==> src/rtl/atm_request_gen.sv <==
`default_nettype none
// ============================================================================
// Module  : atm_request_gen
// Purpose : Keypad front end that builds AUTH/transaction requests for the ATM core.
// Rev     : 1.0
// ============================================================================
module atm_request_gen #(
  parameter int MAX_TRIES      = 3,
  parameter int TIMEOUT_CYCLES = 1000,
  parameter int AMT_W          = 16
) (
  input  logic             clk,
  input  logic             reset,
  input  logic             key_valid,
  input  logic [3:0]       key_code,
  output logic             req_valid,
  output logic [2:0]       req_op,
  output logic [15:0]      req_pin,
  output logic [AMT_W-1:0] req_amount,
  input  logic             req_ready,
  input  logic             resp_valid,
  input  logic             resp_ok,
  output logic             session_active,
  output logic             locked,
  output logic             key_err,
  output logic             timeout
);

  localparam int TW = (TIMEOUT_CYCLES > 2) ? $clog2(TIMEOUT_CYCLES) : 1;
  localparam int FW = $clog2(MAX_TRIES + 1);

  localparam logic [3:0] c_key_a = 4'hA;
  localparam logic [3:0] c_key_b = 4'hB;
  localparam logic [3:0] c_key_c = 4'hC;
  localparam logic [3:0] c_key_d = 4'hD;
  localparam logic [3:0] c_key_e = 4'hE;
  localparam logic [3:0] c_key_f = 4'hF;

  localparam logic [2:0] c_op_auth  = 3'd1;
  localparam logic [2:0] c_op_wdraw = 3'd2;
  localparam logic [2:0] c_op_dep   = 3'd3;
  localparam logic [2:0] c_op_bal   = 3'd4;
  localparam logic [2:0] c_op_mini  = 3'd5;

  typedef enum logic [3:0] {
    S_IDLE      = 4'd0,
    S_PIN       = 4'd1,
    S_SEND_AUTH = 4'd2,
    S_WAIT_AUTH = 4'd3,
    S_MENU      = 4'd4,
    S_AMT       = 4'd5,
    S_SEND_TXN  = 4'd6,
    S_WAIT_TXN  = 4'd7,
    S_LOCKED    = 4'd8
  } state_t;

  state_t           state_q, state_d;
  logic [15:0]      pin_q, pin_d;
  logic [2:0]       cnt_q, cnt_d;
  logic [AMT_W-1:0] amt_q, amt_d;
  logic [2:0]       op_q, op_d;
  logic [FW-1:0]    fail_q, fail_d;
  logic [TW-1:0]    timer_q, timer_d;

  logic             w_digit;
  logic [AMT_W+3:0] w_amt_ext;
  logic             w_amt_ovf;
  logic             w_timed;
  logic             w_stay;

  assign w_digit   = (key_code <= 4'd9);
  assign w_amt_ext = ({4'b0, amt_q} << 3) + ({4'b0, amt_q} << 1)
                   + {{AMT_W{1'b0}}, key_code};
  assign w_amt_ovf = |w_amt_ext[AMT_W+3:AMT_W];
  assign w_timed   = (state_q == S_PIN) || (state_q == S_MENU) || (state_q == S_AMT) ||
                     (state_q == S_WAIT_AUTH) || (state_q == S_WAIT_TXN);

  always_ff @(posedge clk or negedge reset) begin
    if (!reset) begin
      state_q <= S_IDLE;
      pin_q   <= '0;
      cnt_q   <= '0;
      amt_q   <= '0;
      op_q    <= '0;
      fail_q  <= '0;
      timer_q <= '0;
    end else begin
      state_q <= state_d;
      pin_q   <= pin_d;
      cnt_q   <= cnt_d;
      amt_q   <= amt_d;
      op_q    <= op_d;
      fail_q  <= fail_d;
      timer_q <= timer_d;
    end
  end

  always_comb begin
    state_d = state_q;
    pin_d   = pin_q;
    cnt_d   = cnt_q;
    amt_d   = amt_q;
    op_d    = op_q;
    fail_d  = fail_q;
    timer_d = timer_q;
    key_err = 1'b0;
    timeout = 1'b0;
    w_stay  = 1'b0;

    case (state_q)
      S_IDLE: begin
        if (key_valid) begin
          if (w_digit) begin
            pin_d   = {key_code, 12'h000};
            cnt_d   = 3'd1;
            state_d = S_PIN;
          end else begin
            key_err = 1'b1;
          end
        end
      end
      S_PIN: begin
        if (key_valid) begin
          if (w_digit) begin
            if (cnt_q < 3'd4) begin
              case (cnt_q)
                3'd1:    pin_d[11:8] = key_code;
                3'd2:    pin_d[7:4]  = key_code;
                3'd3:    pin_d[3:0]  = key_code;
                default: pin_d[15:12] = key_code;
              endcase
              cnt_d = cnt_q + 3'd1;
            end else begin
              key_err = 1'b1;
            end
          end else if (key_code == c_key_e && cnt_q == 3'd4) begin
            op_d    = c_op_auth;
            amt_d   = '0;
            state_d = S_SEND_AUTH;
          end else if (key_code == c_key_f) begin
            pin_d   = '0;
            cnt_d   = '0;
            state_d = S_IDLE;
          end else begin
            key_err = 1'b1;
          end
        end
      end
      S_SEND_AUTH: if (req_ready) state_d = S_WAIT_AUTH;
      S_WAIT_AUTH: begin
        if (resp_valid) begin
          if (resp_ok) begin
            fail_d  = '0;
            state_d = S_MENU;
          end else begin
            fail_d = fail_q + 1'b1;
            pin_d  = '0;
            cnt_d  = '0;
            state_d = (fail_q == FW'(MAX_TRIES - 1)) ? S_LOCKED : S_IDLE;
          end
        end
      end
      S_MENU: begin
        if (key_valid) begin
          if (key_code == c_key_a || key_code == c_key_b) begin
            op_d    = (key_code == c_key_a) ? c_op_wdraw : c_op_dep;
            amt_d   = '0;
            state_d = S_AMT;
          end else if (key_code == c_key_c || key_code == c_key_d) begin
            op_d    = (key_code == c_key_c) ? c_op_bal : c_op_mini;
            amt_d   = '0;
            state_d = S_SEND_TXN;
          end else if (key_code == c_key_f) begin
            pin_d   = '0;
            cnt_d   = '0;
            state_d = S_IDLE;
          end else begin
            key_err = 1'b1;
          end
        end
      end
      S_AMT: begin
        if (key_valid) begin
          if (w_digit) begin
            if (w_amt_ovf) key_err = 1'b1;
            else           amt_d   = w_amt_ext[AMT_W-1:0];
          end else if (key_code == c_key_e && amt_q != '0) begin
            state_d = S_SEND_TXN;
          end else if (key_code == c_key_f) begin
            state_d = S_MENU;
          end else begin
            key_err = 1'b1;
          end
        end
      end
      S_SEND_TXN: if (req_ready) state_d = S_WAIT_TXN;
      S_WAIT_TXN: if (resp_valid) state_d = S_MENU;
      S_LOCKED:   state_d = S_LOCKED;
      default:    state_d = S_IDLE;
    endcase

    // The idle count includes the current cycle, so the abort lands on the
    // cycle where that count reaches TIMEOUT_CYCLES-1.
    w_stay = (state_d == state_q);
    if (w_timed && !key_valid && w_stay && timer_q == TW'(TIMEOUT_CYCLES - 2)) begin
      timeout = 1'b1;
      pin_d   = '0;
      cnt_d   = '0;
      amt_d   = '0;
      state_d = S_IDLE;
      w_stay  = 1'b0;
    end

    timer_d = (!w_timed || key_valid || !w_stay) ? '0 : timer_q + 1'b1;
  end

  assign req_valid      = (state_q == S_SEND_AUTH) || (state_q == S_SEND_TXN);
  assign req_op         = req_valid ? op_q : 3'd0;
  assign req_pin        = pin_q;
  assign req_amount     = (state_q == S_SEND_TXN) ? amt_q : '0;
  assign session_active = (state_q == S_MENU) || (state_q == S_AMT) ||
                          (state_q == S_SEND_TXN) || (state_q == S_WAIT_TXN);
  assign locked         = (state_q == S_LOCKED);

endmodule
`default_nettype wire
==> config.mk <==
export PLATFORM = sky130hd
export DESIGN_NAME = atm_request_gen
export DESIGN_NICKNAME = d
export VERILOG_FILES = /design/src/rtl/atm_request_gen.sv
export SDC_FILE = /design/constraint.sdc
export NUM_CORES = 1
export LEC_CHECK = 0
export BUFFER_PORTS_ARGS = -buffer_cell sky130_fd_sc_hd__buf_2
export CAP_MARGIN = 20
export CORE_AREA = 3 3 105 107
export CTS_CLUSTER_SIZE = 24
export DETAILED_ROUTE_END_ITERATION = 6
export DIE_AREA = 0 0 108 110
export GPL_TIMING_DRIVEN = 0
export HOLD_SLACK_MARGIN = 0.05
export PLACE_DENSITY = 0.62
export SLEW_MARGIN = 5
export SYNTH_ARGS = -nofsm -noshare
export SYNTH_HDL_FRONTEND = slang
export SYNTH_SLANG_ARGS = --single-unit
export TNS_END_PERCENT = 20
==> constraint.sdc <==
create_clock -name clk -period 3.1 [get_ports clk]
set_clock_uncertainty 0.2 [all_clocks]
set_input_delay 0.155 -clock clk [delete_from_list [all_inputs] [get_ports clk]]
set_output_delay 0.155 -clock clk [all_outputs]
set_load 0.02 [all_outputs]
==> reports/metrics.csv <==
stage,metric,value,unit
run_status,status,"complete, but fails checks",
run_status,violations,setup timing,
power,power_switching,1460,uW
placement,post-place-ws,-0.399,ns
die,core,10200,um^2
worst_setup_path,critPathLaunchType,flop,
grt,grt_max_degree,39,
worst_setup_path,reg2reg_slack,-0.31,ns
timing,setup_ws,-0.439,ns
synthesis,synthAdderAreaFrac,0.131,
timing,slew_violations,0,
finish,multi_input_area,2690,um^2
die,rows,37,
die,dieArea,11900,um^2
routing,ant_nets,0,
timing,tns,-4.52,ns
placement,place.gp.congestion,0.913,
synthesis,syn-num-nets,518,
routing,routed_wl,10800,um
routing,vias,3749,
finish,final_core_util,0.477,
synthesis,ys_seq_area_frac,0.335,
routing,first_pass_iters,7,
timing,min_period,3.54,ns
synthesis,syn_area,4040,um^2
clocking,htree_levels,2,
finish,drive_gt1_frac,0.215,
worst_setup_path,critPathMaxFanout,3,
synthesis,synthMuxAreaShare,0.0254,
die,io_pins,50,
clocking,clk_path_buf_depth,2,
die,die_w,108,um
clocking,path_clk_slew,0.11,ns
power,p_total,3200,uW
power,netSwitchingFraction,0.456,
synthesis,synth-main-ff-cell,dfrtp_1,
clocking,numCtsBuffers,5,
synthesis,syn_area_per_cell,8.64,um^2
worst_hold_path,hold_depth,3,
synthesis,yosys_warnings,0,
power,p_per_area,655,nW/um^2
placement,port_buffers,48,
worst_setup_path,critPathKind,flop to output pin,
clocking,root_buffer,clkbuf_8,
power,p_int,1740,uW
job,drv_cap,0,
worst_hold_path,hp-start,key_code[1],
timing,worst_pin_slew,0.648,ns
synthesis,ys_ff_latch,54,
timing,finalCritPeriodShare,1.14,
grt,grt.total_usage,0.184,
synthesis,synth_edf_count,0,
timing,setup_violations,17,
clocking,clk_latency,0.32,ns
finish,register_area,1360,um^2
timing,hold_viol,0,
worst_setup_path,required,2.74,ns
finish,area_growth,20.9,%
synthesis,synth_xor_area_frac,0.0434,
power,seq_power_share,0.332,
timing,max_freq,0.283,GHz
routing,wl_per_cell,16.0,um
power,vdd_drop_max,288,uV
routing,drt-initial-drc-count,260,
routing,drc,0,
synthesis,synth_top_family_by_area,simple AND/OR/NAND/NOR gates,
power,p_comb_frac,0.535,
clocking,tritoncts,done,
worst_setup_path,arrival,3.18,ns
grt,antenna_found_initial,1,
die,die_h,110,um
synthesis,syn_inst,467,
synthesis,synth_compound_area_frac,0.201,
synthesis,yosys.area_share.simple,0.234,
power,p_leak,0.00242,uW
worst_setup_path,r2r-end,amt_q[6]$_DFFE_PN0P_,
synthesis,synth_cell_type_count,56,
timing,relSlewSlack,0.566,
die,start_util,0.395,
worst_setup_path,r2r_start,amt_q[0]$_DFFE_PN0P_,
worst_hold_path,hold_end,op_q[1]$_DFFE_PN0P_,
timing,rsz0062_at_grt,yes,
placement,place_hpwl,7910,um
clocking,clkSinkCount,54,
worst_hold_path,hold_class,primary input to flop,
worst_setup_path,critPathCaptureType,output pin,
finish,layout.nets,594,
grt,first_global_vias,3582,
timing,whs,0.0795,ns
worst_setup_path,ff2ff_path_depth,14,
power,clkPwrFrac,0.133,
routing,via_per_inst,5.51,
finish,nFillCells,996,
synthesis,async_flop_share,1.00,
grt,grt_pass1_wl,17700,um
finish,antenna_cells,0,
grt,gr-total-overflow,0,
final cells by class:
class                           instances  share of cell area
Inverter                               16              0.0123
Clock inverter                          3             0.00487
Tap cell                              136              0.0349
Multi-Input combinational cell        382               0.552
Buffer                                 14              0.0138
Sequential cell                        54               0.278
Clock buffer                            5              0.0141
Timing Repair Buffer                   70              0.0895
power groups by stage:
stage          sequential, uW  clock [uW]  combinational (uW)
3_3_place_gp             1070           0                1500
3_5_place_dp             1070           0                1520
6_report                 1060         426                1710
2_1_floorplan            1150           0                1010
5_1_grt                  1090         458                1910
4_1_cts                  1060         437                1680
flip-flops by register name, summed over array words and instances, names as in the netlist:
signal   cells
op_q         3
timer_q     10
state_q      4
req_pin     16
cnt_q        3
fail_q       2
amt_q       16
kinds of logic (layout without fill, tap and decap cells):
group	count (synthesis)	count (layout)
AND/OR/NAND/NOR	204	204
multiplexers	10	10
buffers and inverters	31	108
adder cells (fa/ha/maj)	41	41
flip-flops	54	54
XOR/XNOR	20	20
AO/OA/AOI/OAI	107	107
critical path, stage by stage, from the launching register on:
cell,delay [ns]
dfrtp_2,0.46
fa_2,0.56
inv_1,0.06
fa_2,0.39
nand2b_4,0.16
a21oi_4,0.16
o21ai_0,0.16
nand2_1,0.15
a211oi_4,0.08
nor2b_2,0.15
nor4_1,0.06
o31a_1,0.33
buf_6,0.14
placed cells by master (no fill, tap or decap), types with 4 or more instances in the layout:
cell type and n:
nor2_1 72, buf_2 50, nand2_1 50, dfrtp_1 48
ha_1 34, and2_1 23, a21oi_1 21, a32oi_1 17
buf_4 17, inv_1 15, nand3_1 15, o21ai_0 13
xor2_1 10, xnor2_1 10, clkbuf_1 9, nor3_1 9
mux2i_1 8, a22o_1 8, nand2b_1 6, dfrtp_2 6
nor4_1 5, a21o_1 5, clkbuf_8 5, and3_1 4
or3_1 4, buf_6 4, o211ai_1 4, o31ai_1 4
ha_4 4
timing repair:
| item | CTS | global route |
|---|---|---|
| buffers inserted | 16 | 3 |
| pin swaps | 17 | 12 |
| setup endpoints to repair | 18 | 32 |
| hold buffers | 2 | 0 |
| hold endpoints to repair | 58 | 0 |
| gates resized for setup | 24 | 10 |
routing by layer:
layer  vias to the layer above  track usage  part of all wire
li1                       1826            -                 -
met1                      1804        0.258              0.47
met2                       101        0.306              0.46
met3                        18       0.0215             0.045
met4                         0       0.0478             0.018
met5                         -            0                 0
stage by stage:
stage	instance area [um^2]	instances
global route	4880	680
global placement	4460	651
CTS	4820	677
detailed placement	4480	652
floorplan	4050	467
finish	4880	680
Yosys cell counts, types with 9 or more instances:
library cell / instances / area [um^2]
a21oi_1: 24 / 120
inv_1: 15 / 56.3
and2_1: 23 / 144
xor2_1: 10 / 87.6
nand3_1: 15 / 75.1
a32oi_1: 17 / 149
o21ai_0: 14 / 70.1
dfrtp_1: 54 / 1350
ha_1: 39 / 488
nand2_1: 51 / 191
clkbuf_1: 9 / 33.8
nor2_1: 73 / 274
xnor2_1: 10 / 87.6
nor3_1: 10 / 50.1
how the worst max path moves through the flow:
stage / start / end / slack (ns) / cells after the start
3_5_place_dp: amt_q[0]$_DFFE_PN0P_ / key_err / -0.40 / 12
5_1_grt: amt_q[6]$_DFFE_PN0P_ / key_err / -0.55 / 11
2_1_floorplan: amt_q[0]$_DFFE_PN0P_ / amt_q[0]$_DFFE_PN0P_ / -0.05 / 12
4_1_cts: amt_q[0]$_DFFE_PN0P_ / key_err / -0.44 / 11
6_report: amt_q[0]$_DFFE_PN0P_ / key_err / -0.44 / 12
3_3_place_gp: amt_q[0]$_DFFE_PN0P_ / key_err / -0.39 / 12
(Power assumes the default switching activity.)
